[config.mk]
export PLATFORM = sky130hd
export DESIGN_NAME = regfile_wb_arbiter
export DESIGN_NICKNAME = d
export VERILOG_FILES = /design/src/rtl/regfile_wb_arbiter.sv
export SDC_FILE = /design/constraint.sdc
export NUM_CORES = 1
export LEC_CHECK = 0
export ABC_AREA = 1
export CAP_MARGIN = 20
export CELL_PAD_IN_SITES_DETAIL_PLACEMENT = 1
export CELL_PAD_IN_SITES_GLOBAL_PLACEMENT = 1
export CORE_MARGIN = 4
export CORE_UTILIZATION = 27
export CTS_CLUSTER_SIZE = 8
export DETAILED_ROUTE_END_ITERATION = 16
export PLACE_DENSITY = 0.92
export SLEW_MARGIN = 15
export SYNTH_ARGS = -nofsm -noshare
export SYNTH_HDL_FRONTEND = slang
export SYNTH_SLANG_ARGS = --single-unit
[constraint.sdc]
create_clock -name clk -period 1.99 [get_ports clk]
set_clock_uncertainty 0.2 [all_clocks]
set_input_delay 0.398 -clock clk [delete_from_list [all_inputs] [get_ports clk]]
set_output_delay 0.398 -clock clk [all_outputs]
set_load 0.03 [all_outputs]
[src/rtl/regfile_wb_arbiter.sv]
// rtl/regfile_wb_arbiter.sv - two-port round-robin writeback arbiter with register file zero-init
module regfile_wb_arbiter #(
  parameter int mem_width = 32,
  parameter int mem_depth = 32
) (
  input  logic                         clk,
  input  logic                         reset,
  input  logic                         clear,
  input  logic                         req0_valid,
  input  logic [$clog2(mem_depth)-1:0] req0_addr,
  input  logic [mem_width-1:0]         req0_data,
  output logic                         req0_ready,
  input  logic                         req1_valid,
  input  logic [$clog2(mem_depth)-1:0] req1_addr,
  input  logic [mem_width-1:0]         req1_data,
  output logic                         req1_ready,
  output logic                         we,
  output logic [$clog2(mem_depth)-1:0] D_addr,
  output logic [mem_width-1:0]         Rin,
  output logic                         init_done
);

  localparam int AW = $clog2(mem_depth);
  localparam logic [AW-1:0] LAST_ADDR = AW'(mem_depth - 1);

  typedef enum logic {INIT, RUN} state_t;

  state_t                state_q, state_d;
  logic [AW-1:0]         cnt_q, cnt_d;
  logic                  last1_q, last1_d;   // 1: req1 was granted most recently
  logic                  we_q, we_d;
  logic [AW-1:0]         addr_q, addr_d;
  logic [mem_width-1:0]  rin_q, rin_d;
  logic [AW-1:0]         issue;

  always_ff @(posedge clk or negedge reset) begin
    if (!reset) begin
      state_q <= INIT;
      cnt_q   <= '0;
      last1_q <= 1'b1;
      we_q    <= 1'b0;
      addr_q  <= '0;
      rin_q   <= '0;
    end else begin
      state_q <= state_d;
      cnt_q   <= cnt_d;
      last1_q <= last1_d;
      we_q    <= we_d;
      addr_q  <= addr_d;
      rin_q   <= rin_d;
    end
  end

  always_comb begin
    state_d    = state_q;
    cnt_d      = cnt_q;
    last1_d    = last1_q;
    we_d       = 1'b0;
    addr_d     = addr_q;
    rin_d      = rin_q;
    req0_ready = 1'b0;
    req1_ready = 1'b0;
    issue      = clear ? '0 : cnt_q;

    case (state_q)
      INIT: begin
        we_d   = 1'b1;
        addr_d = issue;
        rin_d  = '0;
        if (issue == LAST_ADDR) begin
          state_d = RUN;
          cnt_d   = '0;
        end else begin
          cnt_d = issue + AW'(1);
        end
      end
      RUN: begin
        if (clear) begin
          state_d = INIT;
          cnt_d   = '0;
        end else begin
          // On contention the requester that did not win last time goes first
          req0_ready = req0_valid && (!req1_valid || last1_q);
          req1_ready = req1_valid && (!req0_valid || !last1_q);
          if (req0_ready) begin
            we_d    = |req0_addr;
            addr_d  = req0_addr;
            rin_d   = req0_data;
            last1_d = 1'b0;
          end else if (req1_ready) begin
            we_d    = |req1_addr;
            addr_d  = req1_addr;
            rin_d   = req1_data;
            last1_d = 1'b1;
          end
        end
      end
      default: state_d = INIT;
    endcase
  end

  assign we        = we_q;
  assign D_addr    = addr_q;
  assign Rin       = rin_q;
  assign init_done = (state_q == RUN);

endmodule

==> metrics.md <==
| Metric | Value |
|---|---|
| Worst Path Max Fanout | 2 |
| Buf+Inv Stages, Crit Path | 1 |
| Start of the worst register-to-register path | cnt_q[0] |
| Routed WL per cell | 15.68 um |
| Detailed-routed wire length on met2 | 4584 um |
| Sequential element share of the synthesized area | 50.39% |
| Clock tree from TritonCTS | done |
| Post-DP HPWL | 6245 um |
| Commonest cells post-synth | nand2_1, nor2_1, dfrtp_1, o21ai_0, o21ai_1 |
| Net switching power of the design | 444.6 uW |
| Clock transition at the registers of the reported paths | 0.08 ns |
| CTS sink cnt | 45 |
| H-tree levels | 2 |
| Vias after detailed routing | 2445 |
| Clk buf depth | 2 |
| Normalized max-slew margin | 76.59% |
| Hold path startpoint | Rin[0] |
| Routed vias/inst | 4.684 |
| Post-synthesis instance area | 0.002237 sq mm |
| Most numerous cell in the Yosys netlist | nand2_1 |
| Synthesized netlist cell count | 290 |
| Unrepaired setup endpoints after global routing | no |
| Net count after synthesis | 371 |
| Share of the clock period used by the worst path after layout | 97.90% |
| Wire length of the first global-routing pass | 13530 um |
| Vertical extent of the die | 99.03 um |
| Layout Area Growth over Synthesis | 69.52% |
| Proportion of layout cells with a drive suffix above 1 | 9.048% |
| Initial Util | 28.36% |
| Start point of the critical path | D_addr[4] |
| Required time of the critical path | 1.39 ns |
| Min Hold Slack | 0.2880 ns |
| Number of diodes added for antenna fixing | 0 |
| Antenna violations before repair | 0 |
| Sw frac | 24.18% |
| Capturing element type of the critical path | output port |
| Time the worst path needs with I/O delays and setup | 1.948 ns |
| Global placement routability congestion | 0.8773 |
| Count of antenna-violating nets left after detailed routing | 0 |
| Static leakage | 0.001870 uW |
| Result of the run | finished clean |
| Routed met3 length | 417 um |
| Final Hold Fails | 0 |
| Sequential fraction of design power | 50.7% |
| Worst R2R Path Depth | 9 |
| Clock Power Share | 31.4% |
| Critical path depth | 1 |
| Highest Signal Layer | met4 |
| Number of synthesized flops with an enable pin | 0 |
| Cells on Worst Hold Path | 2 |
| Longest individual stage delay on the worst path | 0.68 ns |
| Cell with the largest stage delay on the worst path | clkdlybuf4s50_1 |
| Yosys reg bits | 45 |
| Area post-placement | 0.003657 sq mm |
| Die area | 0.009806 sq mm |
| Largest net degree at the start of global routing | 46 |
| Max-cap check violation count | 0 |
| DR iter-0 viols | 48 |
| Dominant register cell in the synthesized netlist | dfrtp_1 |
| Proportion of register bits with asynchronous set or reset after synthesis | 100.0% |
| Internal Pwr Total | 1394 uW |
| Largest voltage drop on the vdd net | 0.0002524 V |
| Final standard cell area without fillers | 0.003792 sq mm |
| Combinational cell fraction of total power | 17.9% |
| Final wirelength | 8185 um |
| Root buffer cell | clkbuf_8 |
| Net count reported at finish | 501 |
| Clock insertion delay at the later pin of the skew report | 0.29 ns |
| Share of Yosys cell area claimed by the top area cell type | 49.22% |
| Worst Hold Class | flop to flop |
| CTS Buf Count | 5 |
| Crit path DAT | 1.35 ns |
| Max Freq | 513.3 MHz |
| Warning count from the yosys run | 0 |
| Placeable core region | 0.007888 sq mm |
| Start-to-end type of the worst setup path | flop to output port |
| Pins Over Slew Limit | 0 |
| Number of buffers inserted by port buffering | 119 |
| Cells taking the most area after synthesis | dfrtp_1, nand2_1, o21ai_0 |
| Startpoint type of the worst setup path | flop |
| Met1 layer wirelength in the final routing | 3024 um |
| Detailed-router iteration count before antenna repair | 4 |
| Cell area power density | 484.7 mW/mm^2 |
| Cell count after placement | 514 |
| Placement row count | 32 |
| GR Overflow Total | 0 |
| Via count of the first global-routing pass | 2808 |
| Number of primary I/O pins | 120 |
| Filler-free cell count of the finished design | 522 |
| Combined global-route utilization of all metal layers | 17.24% |
| Count of distinct cell types in the synthesized netlist | 22 |
| Detailed-route DRC error count | 0 |
| List of cells traversed by the critical path | clkdlybuf4s50_1 |
| Setup tns final | 0 ns |
| Family of cells with the greatest summed delay on the critical path | buffers and inverters |
| Worst Max-Slew Pin Slew | 0.3506 ns |
| Average instance area after synthesis | 7.714 sq um |
| Final count of negative-setup-slack endpoints | 0 |
| Most area-hungry cell type in the Yosys netlist | dfrtp_1 |
| Post-CTS setup buffers | 0 |
| Horizontal extent of the die | 99.03 um |
## metrics by stage
step | power (uW) | worst slack [ns] | util [%]
2_1_floorplan | 1037 | 0.02184 | -
3_3_place_gp | 1270 | -0.1556 | 46.37
3_5_place_dp | 1280 | -0.2921 | 46.37
4_1_cts | 1869 | 0.006280 | 47.64
5_1_grt | 1927 | 0.002290 | 48.08
6_report | 1838 | 0.04176 | 48.08
## area by class of cell
cell class              instances  area, sq um
fillers                       953         4095
repair buffers                139         1424
flip-flops and latches         45         1127
multi-input cells             210        952.2
well taps                     102        127.6
clock buffers                   6        82.58
inverters                      19        71.32
clock inverters                 1        7.507
## worst reg2reg max path: stages, from the launching register on
cell     delay (ns)
dfrtp_1        0.37
inv_1          0.06
nor2_1         0.13
ha_1           0.20
inv_1          0.06
nor3_1         0.22
ha_1           0.19
nand2_1        0.09
nand2_1        0.08
a31oi_1        0.04
## logic make-up after synthesis
group / Yosys count / synth area share [%]
adders and majority gates: 2 / 1.118
buffers and inverters: 35 / 7.886
AOI/OAI and AO/OA: 69 / 15.66
DFF: 45 / 50.39
and+or+nand+nor: 139 / 24.94
## path summary, 6_finish.rpt
kind | to | slack [ns]
worst max-delay path | D_addr[4] | 0.04
worst min-delay path | Rin[0] | 0.29
worst max register to register | cnt_q[2] | 0.24
worst min register to register | Rin[0] | 0.29
max in group asynchronous | last1_q | 0.90
min in group asynchronous | D_addr[0] | 0.41
## layer usage
layer,vias to the layer above,GRT usage (%)
li1,1184,-
met1,1186,18.65
met2,61,33.52
met3,14,3.043
met4,0,5.357
met5,-,0
## placed cells by master (no fill, tap or decap)
cell and count:
inv_1 17, a31oi_1 1, clkbuf_8 6, dfstp_2 1, nand2_4 1, o22ai_1 1
nand4_1 1, dlygate4sd2_1 2, buf_12 5, nor3_1 1, buf_2 1, o21ai_0 42
ha_1 2, nand2_1 73, o21bai_1 1, dfrtp_1 44, buf_4 16, nand3_1 10
o21ai_4 1, dlygate4sd3_1 1, dlymetal6s2s_1 12, nor2_1 49, nor2_2 2, inv_2 2
nor2_4 2, clkinvlp_4 1, o21ai_1 23, clkdlybuf4s50_1 102
## power groups by stage
stage,clock [uW],sequential [uW],combinational (uW)
floorplan,0,959,78.3
global placement,0,950,320
detailed placement,0,950,330
CTS,603,933,333
global route,633,934,361
finish,577,933,329
## registers in the layout (all words and copies together), names as in the netlist
name,cells
cnt_q,5
Rin,32
init_done,1
we,1
last1_q,1
D_addr,5
## timing repair
item | 4_1_cts | 5_1_grt
pin swaps | 0 | 0
hold buffers | 1 | 0
resized for setup | 3 | 13
gates cloned | 0 | 0
endpoints found under the setup margin | 2 | 12
endpoints found under the hold margin | 44 | 0
Note: power is estimated with default switching activity, not from simulation.
